--- config.mk ---
export PLATFORM = sky130hd
export DESIGN_NAME = issue_scoreboard
export DESIGN_NICKNAME = d
export VERILOG_FILES = /design/src/rtl/issue_scoreboard.sv
export SDC_FILE = /design/constraint.sdc
export NUM_CORES = 1
export LEC_CHECK = 0
export CORE_UTILIZATION = 58
export DETAILED_ROUTE_END_ITERATION = 12
export GPL_TIMING_DRIVEN = 0
export PLACE_DENSITY = 0.83
export RECOVER_POWER = 100
export SLEW_MARGIN = 20
export SYNTH_ARGS = -nofsm -noshare
export SYNTH_HDL_FRONTEND = slang
export SYNTH_SLANG_ARGS = --single-unit
--- constraint.sdc ---
create_clock -name clk -period 3.35 [get_ports clk]
set_input_delay 0.67 -clock clk [delete_from_list [all_inputs] [get_ports clk]]
set_output_delay 0.67 -clock clk [all_outputs]
set_load 0.005 [all_outputs]
--- src/rtl/issue_scoreboard.sv ---
// issue_scoreboard: decode-to-execute RAW scoreboard with stall/forward select; ISSUE_SCOREBOARD_STATS_EN adds stall/issue counters
module issue_scoreboard #(
    parameter int NUM_REGS = 32,
    parameter int ALU_LAT  = 1,
    parameter int LOAD_LAT = 2,
    parameter int CNT_W    = 2
) (
    input  logic                clk,
    input  logic                rst,
    input  logic                dec_valid,
    output logic                dec_ready,
    input  logic [4:0]          dec_rs,
    input  logic [4:0]          dec_rt,
    input  logic                dec_uses_rs,
    input  logic                dec_uses_rt,
    input  logic                dec_wr_en,
    input  logic [4:0]          dec_wr_reg,
    input  logic                dec_is_load,
    input  logic                flush,
    input  logic                wb_en,
    input  logic [4:0]          wb_reg,
    output logic                issue,
    output logic                stall,
    output logic                fwd_a,
    output logic                fwd_b,
    output logic [NUM_REGS-1:0] busy_mask
`ifdef ISSUE_SCOREBOARD_STATS_EN
    ,
    output logic [31:0]         stall_cycles,
    output logic [31:0]         issue_count
`endif
);
    logic [NUM_REGS-1:0] pend;
    logic [CNT_W-1:0]    cnt [NUM_REGS];
    logic                use_a, use_b, haz_a, haz_b, hazard;
    // count is first observed the cycle after issue, so it is loaded one short of the latency
    localparam logic [CNT_W-1:0] ALU_CNT  = CNT_W'(ALU_LAT - 1);
    localparam logic [CNT_W-1:0] LOAD_CNT = CNT_W'(LOAD_LAT - 1);
    always_comb begin
        use_a     = !rst && dec_uses_rs && dec_rs != 5'd0;
        use_b     = !rst && dec_uses_rt && dec_rt != 5'd0;
        haz_a     = use_a && cnt[dec_rs] != '0;
        haz_b     = use_b && cnt[dec_rt] != '0;
        hazard    = haz_a || haz_b;
        dec_ready = !hazard;
        stall     = dec_valid && hazard && !flush;
        issue     = dec_valid && dec_ready && !flush;
        fwd_a     = use_a && pend[dec_rs] && cnt[dec_rs] == '0;
        fwd_b     = use_b && pend[dec_rt] && cnt[dec_rt] == '0;
        busy_mask = rst ? '0 : {pend[NUM_REGS-1:1], 1'b0};
    end
    always_ff @(posedge clk) begin
        if (rst) begin
            pend <= '0;
            for (int i = 0; i < NUM_REGS; i++) cnt[i] <= '0;
        end else begin
            for (int i = 1; i < NUM_REGS; i++) cnt[i] <= cnt[i] != '0 ? cnt[i] - 1'b1 : '0;
            if (wb_en && wb_reg != 5'd0) begin
                pend[wb_reg] <= 1'b0;
                cnt[wb_reg]  <= '0;
            end
            if (issue && dec_wr_en && dec_wr_reg != 5'd0) begin
                pend[dec_wr_reg] <= 1'b1;
                cnt[dec_wr_reg]  <= dec_is_load ? LOAD_CNT : ALU_CNT;
            end
        end
    end
`ifdef ISSUE_SCOREBOARD_STATS_EN
    always_ff @(posedge clk) begin
        if (rst) begin
            stall_cycles <= '0;
            issue_count  <= '0;
        end else begin
            stall_cycles <= stall_cycles + {31'd0, stall};
            issue_count  <= issue_count + {31'd0, issue};
        end
    end
`endif
endmodule

; Yosys cells after proc, flatten, opt, wreduce, memory -nomap -nowiden
; Memory sizes are Yosys's and may differ from the RTL's.
; Index checks and enable logic that the tools add are counted.
[totals]
regBits = 32
ram_bits = 64
inputBits = 29
out_inout_bits = 37
wordCells = 347
n_memories = 1
[op_classes]
addsub = 31
n_lt_le_gt_ge = 6
n_eq_ne = 31
muxes = 87
bitwise_logic = 127
reduce_logical = 63
[memory_table]
columns = name, words, width, rd, rd_clocked_by_memory_dff, wr, line
row1 = cnt, 32, 2, 33, 0, 33, 34  ; logic [CNT_W-1:0] cnt [NUM_REGS];
[ops]
columns = cell, n
row1 = 5-bit == test (first input constant), 31
row2 = 32-bit 2-to-1 mux, 4
row3 = 2-bit 2-to-1 mux, 63
row4 = 2-bit nonzero test, 33
row5 = 1-bit bitwise AND, 62
row6 = 2-bit by 1-bit subtractor with 2-bit output (second input constant), 31
row7 = 32-bit bitwise AND, 1
row8 = 32-bit inverter, 1
row9 = 32-bit bitwise OR, 1
row10 = 1-bit inverter, 31
row11 = 1-bit bitwise OR, 31
row12 = 5-bit by 6-bit < comparator with 1-bit output (second input constant), 4
row13 = 5-bit nonzero test, 4
row14 = 1-bit logical AND, 19
row15 = 1-bit 2-to-1 mux, 15
row16 = 1-bit binary-select mux with 5-bit select, 2
row17 = 1-bit demux with 5-bit select, 2
row18 = 5-bit by 1-bit greater-or-equal comparator with 1-bit output (second input constant), 2
row19 = 5-bit 2-to-1 mux, 1
row20 = 2-bit logical NOT, 2
row21 = 1-bit logical NOT, 3
row22 = 2-bit OR reduction, 1
row23 = 1-bit logical OR, 1

; Longest topological paths before layout
[depth]
word_depth = 13
mapped_depth = 12
depth_no_buf = 8

; Least setup slack after synthesis
; No wires, ideal clock.
[synth_timing]
kind = input -> output
from = input port dec_rs[1]
to = output port stall
t_arrival_ns = 2.432
required_time_ns = 2.680
path_slack_ns = 0.248
path_stages = 9
n_path_buf = 2
path_cell_list = buf_4 > mux4_2 > a221o_1 > nor3_2 > a211oi_4 > buf_4 > nand2_1 > inv_2 > nor2_1
[synth_via]
elab_chain_cells = 6
word_cells_on_any_way = 8
cone_classes = reduce/logical (7) / memory (1)
[synth_lines]
columns = element, line
row1 = start: declaration, 12  ; input logic [4:0] dec_rs,
row2 = memory read 32 x 2 bit / 5-bit nonzero test (equally long branches), --
row3 = 2-bit nonzero test / 1-bit logical AND (equally long branches), "42, 40"
row4 = 1-bit logical AND *, 42  ; haz_a = use_a && cnt[dec_rs] != '0;
row5 = 1-bit logical OR *, 44  ; hazard = haz_a || haz_b;
row6 = 1-bit logical AND * (2 in series), 46  ; stall = dec_valid && hazard && !flush;
row7 = end: declaration, 23  ; output logic stall,
; Every way passes the cells marked *; elsewhere a longest branch is shown, timed or not.

; Final worst setup path
; Ends and elaborated chain as after synthesis.

==> results.txt <==
The flow ran to the end, but the final reports show violations. The checks that failed: negative setup slack. For this run, global-route usage on met1 was measured as 0.452. The source-to-sink clock delay at the later pin of the worst-skew pair is 0.39 ns. The post-placement cell area is around 7300 um2. The number of iterations in the first detailed-routing pass is 7. The placer congestion estimate came out at 0.975. The post-detailed-route DRC marker count came out at 0. The clock drives 95 sinks.

The top cell types in the final layout, fill and taps aside, are 106 x nand2_1, 94 x nor2_1, 94 x dfxtp_1, 67 x inv_1, 62 x ha_1. The met2 capacity usage during global routing came out at 0.595. The number of routed nets with antenna violations came out at 0.

The power density relative to cell area came out at 302 nW/um2. Counting distinct cell types in the post-synthesis netlist gives 52. For the final database, setup skew stands at 0.00934 ns. The measured slew at the worst slew-check pin came out at 0.970 ns. The die outline area is 11600 um2. The summed instance area of the synthesized netlist came out at between 6000 and 7000 um2.

Summed over all layers, the global routing overflow is 0. The library cell used most frequently in the layout, excluding fill and tap cells, is nand2_1. The maximum count of clock buffers along a single path came out at 2. The area inside the core boundary came out at 10800 um2. The width of the die is 108 um. The DRC violation total after the first TritonRoute iteration came out at 480. Setup repair after global routing could not meet its margin everywhere. In this run the critical register-to-register path is captured at cnt[3][1]. The leakage power total came out at between 3 and 4 nW. The total of buffers placed on input and output ports came out at 58. In the final routed layout, each cell accounts on average for about 20 um.

Synthesis produced a netlist whose cell count is between 700 and 800. The routed wire length came out at 20400 um. The initial antenna violation count is 0. The clock slew seen by the registers of the worst setup and hold paths is roughly 0.09 ns. The peak supply drop is 0.295 mV. The max-slew violation count was 0. The setup path with the least slack is of type in2out. In this design, the stage delay of the slowest critical-path cell is 0.55 ns. For the worst flop-to-flop path, the logic depth is 9. In the global route stage, overall resource usage came out at 0.366.

The H-tree depth came out at 3. A synthesized cell averages ~8.4 um2. The data arrival at the endpoint of the critical path came out at around 2.7 ns.

The flop-to-flop setup slack came out at 0.72 ns. The height of the chip is 108 um. The met3 layer usage reported by global route is 0.0890. The final layout net count came out at 946.

The worst-path cell with the longest stage delay is mux4_2. The final worst slack is -0.0369 ns. The worst-case headroom to the max-slew limit came out at 0.351. The layer carrying the most global-route usage is met2. The endpoint with the worst hold slack is pend[24].

The worst setup path is launched from an input port. The number of maximum-capacitance violations is 0. The starting density of the core came out at 0.598. The final-report hold violation count came out at 0.

The root buffer cell is clkbuf_8. The type of element capturing the critical path is an output port. The worst hold path depth is 2. The finished layout cell area is just under 8000 um2.

The relative area change from synthesis to final layout came out at 19.1%. The most used flip-flop cell after synthesis is dfxtp_1. The share of the synthesized area in the top cell type is 0.290.

After synthesis, the cell types taking the most area are dfxtp_1 29%, ha_1 12%, mux2i_1 7.3%, nand2_1 6.2%, nor2_1 5.5%. In this run the worst hold path is classified as reg2reg. The via density per instance is between 6 and 7.

The minimum clock period is 3.39 ns. Counting the buffers created by CTS gives 9. Setup violations remaining at the end of the flow were counted as 2. In this run the count of I/O pins placed on the die edge is 66. The first global-routing pass estimated roughly 31000 um of wire. The maximum number of pins on one net before global-route repair came out at 15.

The floorplan has 38 rows. The fmax is just under 300 MHz. The fraction of final layout cells with drive strength greater than 1 came out at 0.130. The signal on the critical path passes through buf_4 > mux4_2 > a221o_1 > nor3_2 > a211oi_4 > buf_6 > nand2_4 > inv_2 > nor2_1 > buf_2. The number of antenna diodes in the final layout is 0.

The startpoint identified for the worst hold timing path is pend[24]. The count of vias placed by the detailed router came out at ~6100. In the finished design, the share of the clock period the worst path needs comes to 1.01.

Summed over all nets, the half-perimeter wirelength after detailed placement is roughly 15000 um. The biggest area contributor in the post-synthesis netlist is dfxtp_1. The biggest fanout along the worst timing path is 8. The CTS tree is built. The synthesized design contains 95 register bits. The via count of the first global-routing pass came to a little under 6000. The share of the Yosys chip area taken by registers is 0.295. In this run the critical register-to-register path is launched from cnt[9][1]. The data required time of the worst path came out at ~2.7 ns. After synthesis, the share of flip-flops with an asynchronous set or reset is 0.

The number of flops mapped to enable cells by yosys is 1. The total power consumption of the routed design is roughly 2.3 mW. The total of warnings raised by yosys came out at 0.
-- final cells by class --
cell class / instances / area, um2
plain buffers: 37 / 277
clock buffers: 11 / 141
clock inverters: 4 / 70.1
fillers: 866 / 3120
inverters: 68 / 255
multi-input cells: 576 / 4260
flip-flops and latches: 95 / 1910
well taps: 140 / 175
repair buffers: 68 / 629
-- cell usage after synthesis, types with 15 or more instances --
cell type and instances:
dfxtp_1 94, clkbuf_1 15, nor3_1 16, nand2_1 107
a21oi_1 41, ha_1 62, nor2_1 95, mux2i_1 47
inv_1 67, nor2b_1 39, nand3_4 20, and3_1 33
-- registers in the layout, summed over array words and instances (netlist names) --
name / cells
cnt: 63
pend: 32
-- logic make-up (layout without fill, tap and decap cells) --
kind of cell | count (synthesis) | after routing | synth area share
compound gates | 90 | 90 | 0.0933
fa+ha+maj | 62 | 62 | 0.120
buf+inv | 106 | 188 | 0.0695
flops | 95 | 95 | 0.295
mux | 59 | 59 | 0.114
other cells | 1 | 2 | 0.000579
simple gates | 363 | 363 | 0.308
-- worst max-delay path by stage --
| stage | slack, ns | startpoint | cells past startpoint | endpoint |
|---|---|---|---|---|
| 6_report | -0.04 | dec_rs[1] | 10 | stall |
| 5_1_grt | -0.06 | dec_rs[1] | 12 | stall |
| 4_1_cts | 0.004 | dec_rt[1] | 12 | stall |
| 3_5_place_dp | -1.24 | dec_rt[1] | 11 | issue |
| 3_3_place_gp | -1.24 | dec_rt[1] | 11 | issue |
| 2_1_floorplan | 0.25 | dec_rs[1] | 9 | stall |
-- layer usage --
layer | vias to the layer above | share of wire | wire length, um
li1 | 2795 | - | -
met1 | 2908 | 0.40 | 8120
met2 | 312 | 0.47 | 9570
met3 | 74 | 0.088 | 1790
met4 | 0 | 0.043 | 870
met5 | - | 0 | 0
-- worst max-delay path, delay by kind of cell --
kind / cells / cell delay [ns]
multiplexers: 1 / 0.55
AND/OR/NAND/NOR: 3 / 0.49
buffers and inverters: 4 / 0.50
AO/OA/AOI/OAI: 2 / 0.50
-- what timing repair did --
item	in CTS	in global routing
gates resized for setup	79	8
setup buffers	8	1
pin swaps	12	5
hold buffers	0	0
endpoints found under the hold margin	0	0
endpoints found under the setup margin	32	5
-- through the flow --
| stage | hold slack [ns] | utilization | setup slack, ns | std cells | setup TNS, ns |
|---|---|---|---|---|---|
| 2_1_floorplan | 0.437 | - | 0.248 | 777 | 0 |
| 3_3_place_gp | 0.466 | 0.668 | -1.24 | 975 | -32.35 |
| 3_5_place_dp | 0.468 | 0.669 | -1.24 | 976 | -31.61 |
| 4_1_cts | 0.480 | 0.711 | 0.00362 | 999 | 0 |
| 5_1_grt | 0.503 | 0.712 | -0.0602 | 999 | -0.0934 |
| 6_report | 0.479 | 0.712 | -0.0369 | 999 | -0.0518 |
-- report_power, final --
part	internal, mW	switching, mW	total [mW]	leakage [nW]
clock	0.435	0.420	0.854	0.109
combinational	0.129	0.214	0.343	2.46
sequential	1.13	0.00371	1.14	0.767
total	1.70	0.638	2.34	3.34
Note: power is estimated with default switching activity, not from simulation.
